### src/rtl/pe_row_skew_feeder.sv
// pe_row_skew_feeder: west-edge operand feeder for the PE systolic array.
// Accepts one LANES-wide row vector per handshake, tags it with the current
// propagate phase, zero-pads partial tiles, and skews lane i by i+1 cycles.
//
// Handshake: a vector transfers on a rising clock edge when io_in_valid and
// io_in_ready are both high; io_in_ready depends only on io_en, reset_n and
// the internal state (never on io_in_valid), and the producer must hold its
// vector stable until the transfer cycle.
module pe_row_skew_feeder #(
  parameter int LANES = 4,
  parameter int DW    = 8,
  parameter int TILE  = 4
) (
  input  logic                clock,
  input  logic                reset_n,
  input  logic                io_en,
  input  logic                io_in_valid,
  output logic                io_in_ready,
  input  logic [LANES*DW-1:0] io_in_data,
  input  logic                io_in_last,
  output logic [LANES*DW-1:0] io_out_a,
  output logic [LANES-1:0]    io_out_valid,
  output logic [LANES-1:0]    io_out_control_propagate
);

  localparam int CW = (TILE > 1) ? $clog2(TILE) : 1;
  localparam logic [CW-1:0] CNT_MAX = CW'(TILE - 1);
  // One skew stage word: {prop, valid, data}
  localparam int SW = DW + 2;

  typedef enum logic {
    STREAM = 1'b0,
    PAD    = 1'b1
  } state_t;

  state_t              state_q, state_d;
  logic   [CW-1:0]     cnt_q, cnt_d;
  logic                prop_q, prop_d;
  logic                accept;
  logic                inj_valid;
  logic [LANES*DW-1:0] inj_data;

  // Ready drops combinationally with reset so nothing is accepted while held.
  assign io_in_ready = io_en & (state_q == STREAM) & reset_n;
  assign accept      = io_in_valid & io_in_ready;

  // Injection: accepted data, a zero pad vector, or a bubble.
  always_comb begin
    inj_valid = 1'b0;
    inj_data  = '0;
    if (state_q == PAD) begin
      inj_valid = 1'b1;
    end else if (accept) begin
      inj_valid = 1'b1;
      inj_data  = io_in_data;
    end
  end

  // Next-state: tile counter, propagate phase and pad FSM advance only on a
  // valid injection in an enabled cycle; the vector carries the old prop.
  always_comb begin
    state_d = state_q;
    cnt_d   = cnt_q;
    prop_d  = prop_q;
    if (io_en && inj_valid) begin
      if (cnt_q == CNT_MAX) begin
        cnt_d  = '0;
        prop_d = ~prop_q;
      end else begin
        cnt_d  = cnt_q + CW'(1);
      end
      case (state_q)
        STREAM: if (io_in_last && (cnt_q != CNT_MAX)) state_d = PAD;
        PAD:    if (cnt_q == CNT_MAX) state_d = STREAM;
        default: state_d = STREAM;
      endcase
    end
  end

  // Control registers.
  always_ff @(posedge clock or negedge reset_n) begin
    if (!reset_n) begin
      state_q <= STREAM;
      cnt_q   <= '0;
      prop_q  <= 1'b0;
    end else begin
      state_q <= state_d;
      cnt_q   <= cnt_d;
      prop_q  <= prop_d;
    end
  end

  // Per-lane shift chains; lane i has i+1 stages so it lags lane 0 by i.
  for (genvar i = 0; i < LANES; i++) begin : g_lane
    logic [SW-1:0] chain_q [0:i];
    logic [SW-1:0] chain_d [0:i];

    // Shift the lane's own {prop, valid, data} element one stage along.
    always_comb begin
      chain_d[0] = {prop_q, inj_valid, inj_data[i*DW +: DW]};
      for (int k = 1; k <= i; k++) begin
        chain_d[k] = chain_q[k-1];
      end
    end

    // Chain registers freeze whenever the array is disabled.
    always_ff @(posedge clock or negedge reset_n) begin
      if (!reset_n) begin
        for (int k = 0; k <= i; k++) chain_q[k] <= '0;
      end else if (io_en) begin
        for (int k = 0; k <= i; k++) chain_q[k] <= chain_d[k];
      end
    end

    assign io_out_a[i*DW +: DW]        = chain_q[i][DW-1:0];
    assign io_out_valid[i]             = chain_q[i][DW];
    assign io_out_control_propagate[i] = chain_q[i][DW+1];
  end

endmodule

### config.mk
export PLATFORM = sky130hd
export DESIGN_NAME = pe_row_skew_feeder
export DESIGN_NICKNAME = d
export VERILOG_FILES = /design/src/rtl/pe_row_skew_feeder.sv
export SDC_FILE = /design/constraint.sdc
export NUM_CORES = 1
export LEC_CHECK = 0
export CELL_PAD_IN_SITES_DETAIL_PLACEMENT = 1
export CELL_PAD_IN_SITES_GLOBAL_PLACEMENT = 2
export CORE_UTILIZATION = 30
export CTS_CLUSTER_DIAMETER = 30
export DETAILED_ROUTE_END_ITERATION = 8
export GPL_TIMING_DRIVEN = 0
export PLACE_DENSITY = 0.77
export SYNTH_ARGS = -nofsm -noshare
export SYNTH_HDL_FRONTEND = slang
export SYNTH_SLANG_ARGS = --single-unit
### constraint.sdc
create_clock -name clock -period 1.4 [get_ports clock]
set_clock_uncertainty 0.15 [all_clocks]
set_input_delay 0.35 -clock clock [delete_from_list [all_inputs] [get_ports clock]]
set_output_delay 0.35 -clock clock [all_outputs]
set_load 0.005 [all_outputs]
==> summary.txt <==
STA
  – Final Setup Violations: 35
  – Slew Limit Fails: 0
  – Final worst path period share: 111.7%
  – Hold slack: -0.3116 ns
  – Worst setup margin: -0.1637 ns
  – Measured slew at the worst slew-check pin: 0.6711 ns
  – RSZ-0062 raised after global routing: true
  – Max Fclk: 639.5 MHz
  – Hold Vio Cnt, Final: 31
  – Final min period: 1.564 ns
  – Max-Slew Margin vs Limit: 55.26%

Worst setup path
  – Highest-delay cell along the critical path: dfrtp_1
  – Worst setup EP type: primary output
  – Req. time, crit path: 0.90 ns
  – R2R Path End: cnt_q[0]$_DFFE_PN0P_
  – FF-to-FF path depth: 5
  – R2R Path Start: state_q$_DFFE_PN0P_
  – Critical path fanouts, max: 2
  – Worst-path cell chain: and3b_1, buf_2
  – Worst setup SP type: flip-flop
  – Worst endpoint data arrival time: 1.06 ns
  – Worst path buffer plus inverter count: 1
  – Delay-heaviest family, CP: flip-flops
  – R2r setup slk: -0.09 ns
  – Critical setup path kind: reg -> out
  – Largest stage delay, worst path: 0.38 ns

Synth
  – Synth Net Count: 319
  – Compound-cell area share of the yosys netlist: 6.076%
  – Post-synthesis sequential area ratio: 62.46%
  – Area contributors post-synth: dfrtp_1 62%, mux2_2 17%, o22ai_1 5.4%, inv_1 3.3%, nand2_1 3.3%
  – Synth Flop Type: dfrtp_1
  – Synth unique cells: 18
  – Synth warnings: 0
  – Async SR Flop Fraction: 100.0%
  – Mux contribution to synthesized area: 17.41%
  – Top cells by count, synth: 92 x dfrtp_1, 57 x mux2_2, 32 x inv_1, 32 x nand2_1, 32 x o22ai_1
  – Synthesized area: 0.003686 mm^2
  – Count leader, synth: dfrtp_1
  – Post-Synth XOR/XNOR Area: 0.2376%
  – Post-synth top area share: 62.46%
  – Post-synth EDFFs: 0
  – Simple-Gate Fraction of Synth Area: 4.549%
  – Synth Area in Adders: 0.3394%
  – Number of synthesized register bits: 92
  – Dominant cell type by area after synthesis: dfrtp_1
  – Synthesized instance count: 281
  – Avg Synthesized Cell Area: 13.12 um^2
  – Largest family of logic cells by synthesized area: multiplexers

Detailed routing
  – Total Wirelength: 9.228 mm
  – ANT nets after route: 0
  – Vias per cell: 4.702
  – DR iter-0 viols: 58
  – Via count: 2511
  – DRC errors left: 0
  – Wire per inst: 17.28 um
  – First-pass DRT Iterations: 4

Clock network
  – Clock sinks: 92
  – Hold Buf Count CTS: 1
  – CTS tree: built
  – Clock transition at path regs: 0.06 ns
  – H-Tree Level Count: 3
  – Buffer levels on the longest clock path: 2
  – Root buffer cell: clkbuf_16
  – Clock Latency Late Sink: 0.34 ns
  – TritonCTS Buffers: 9

Global route
  – Vias in the first global route: 2785
  – First-pass GRT wire length: 14.77 mm
  – Initial antenna violation count: 0
  – All-Layer GR Usage: 15.69%
  – Grt ovf: 0
  – Largest net degree at the start of global routing: 35

Placement
  – RePlAce Congestion: 0.6837
  – DP HPWL: 5.644 mm
  – # port buffers: 76

Floorplanning
  – FP Rows: 40
  – Die Ht: 112.8 um
  – Core Region: 0.01201 mm^2
  – Starting Density: 30.69%
  – Chip width: 112.8 um
  – # IOs: 78
  – Die ar.: 0.01273 mm^2

Flow run
  – Max-cap violation count: 0

Layout
  – Nets: 420
  – Layout area overhead: 43.55%
  – Fillcell total: 1273
  – Sequential Area: 0.002302 mm^2
  – Number of diodes: 0
  – Footprint of the multi-input gates: 0.001296 mm^2
  – Fraction of layout cells with a size suffix above 1: 47.80%

Min path
  – Hold Path Class: in -> async

Power
  – Power, Total: 0.007882 W
  – Power Density: 1490 mW/mm^2
  – LEAKAGE: 2.566 nW
  – Peak VDD IR: 0.8087 mV

Run status
  – Status: complete, but fails checks
  – Failing checks: negative hold slack, negative setup slack
## worst reg2reg max path, stage by stage (launching register included)
cell and delay (ns):
dfrtp_1 0.38, buf_4 0.14, buf_6 0.11, a21oi_4 0.14, nand2b_4 0.16, mux2_4 0.29
## cells in the final DEF, fill, tap and decap left out, types with 2 or more instances in the layout
cell type / Yosys / layout
a21oi_1: 3 / 2
buf_12: 1 / 3
buf_2: 4 / 39
buf_4: 9 / 13
buf_6: 9 / 17
buf_8: 0 / 3
bufbuf_16: 0 / 2
bufinv_16: 0 / 3
clkbuf_16: 0 / 9
clkbuf_8: 0 / 2
clkdlybuf4s50_1: 0 / 33
dfrtp_1: 92 / 92
inv_1: 32 / 32
mux2_2: 57 / 55
mux2_4: 0 / 2
nand2_1: 32 / 32
nor2_1: 3 / 3
o22ai_2: 0 / 29
o22ai_4: 0 / 3
## state kept, by name (all words and copies together) (netlist names)
register	count
g_lane.chain_d	48
io_out_a	24
g_lane.chain_q	10
io_out_control_propagate	3
io_out_valid	3
cnt_q	2
prop_q	1
state_q	1
## metrics by stage
stage / cells / instance area (um^2) / TNS (ns) / util (%) / setup slack (ns)
2_1_floorplan: 281 / 3686 / 0 / - / 0.08234
3_3_place_gp: 504 / 4631 / -489.94 / 38.55 / -4.278
3_5_place_dp: 505 / 4656 / -25.68 / 38.76 / -0.9749
4_1_cts: 532 / 4991 / -1.517 / 41.55 / -0.1790
5_1_grt: 534 / 5291 / -4.916 / 44.05 / -0.2160
6_report: 534 / 5291 / -2.599 / 44.05 / -0.1637
## cells by family (layout without fill, tap and decap cells)
group / Yosys count / after routing
compound gates: 36 / 36
simple gates: 39 / 39
mux: 57 / 57
flops: 92 / 92
fa+ha+maj: 1 / 1
xor+xnor: 1 / 1
buf+inv: 55 / 161
## where the power goes
part | internal (W) | total (W) | switching (W) | leakage, nW
sequential | 0.00307 | 0.00331 | 0.000236 | 1.23
combinational | 0.00104 | 0.00173 | 0.000697 | 1.16
clock | 0.00184 | 0.00284 | 0.00100 | 0.173
total | 0.00595 | 0.00788 | 0.00194 | 2.57
## cell type report
| class | count | area share, % |
|---|---|---|
| inverters | 32 | 2.270 |
| multi-input cells | 134 | 24.50 |
| clock inverters | 4 | 1.797 |
| flip-flops and latches | 92 | 43.51 |
| repair buffers | 96 | 15.84 |
| clock buffers | 12 | 4.847 |
| plain buffers | 17 | 3.760 |
| well taps | 147 | 3.476 |
## timing repair
| item | CTS | global route |
|---|---|---|
| resized for setup | 176 | 55 |
| pin swaps | 2 | 13 |
| setup buffers | 12 | 2 |
| gates cloned | 4 | 0 |
| endpoints found under the hold margin | 44 | 31 |
| endpoints found under the setup margin | 76 | 55 |
## how the worst max path moves through the flow
stage | end | startpoint | slack [ns] | cells after the start
5_1_grt | io_in_ready | state_q$_DFFE_PN0P_ | -0.22 | 2
6_report | io_in_ready | state_q$_DFFE_PN0P_ | -0.16 | 2
3_5_place_dp | io_in_ready | reset_n | -0.97 | 4
2_1_floorplan | io_in_ready | io_en | 0.08 | 3
3_3_place_gp | g_lane[2].chain_d[10]$_DFFE_PN0P_ | reset_n | -4.28 | 4
4_1_cts | io_in_ready | state_q$_DFFE_PN0P_ | -0.18 | 2
## per-layer routing
metal	part of all wire [%]	track usage, %	vias to the layer above
met1	42	18.45	1315
li1	-	-	1139
met3	4.5	4.928	11
met2	53	27.37	46
met4	1.2	4.800	0
met5	0	0	-
Power figures use the tool's default switching activity.
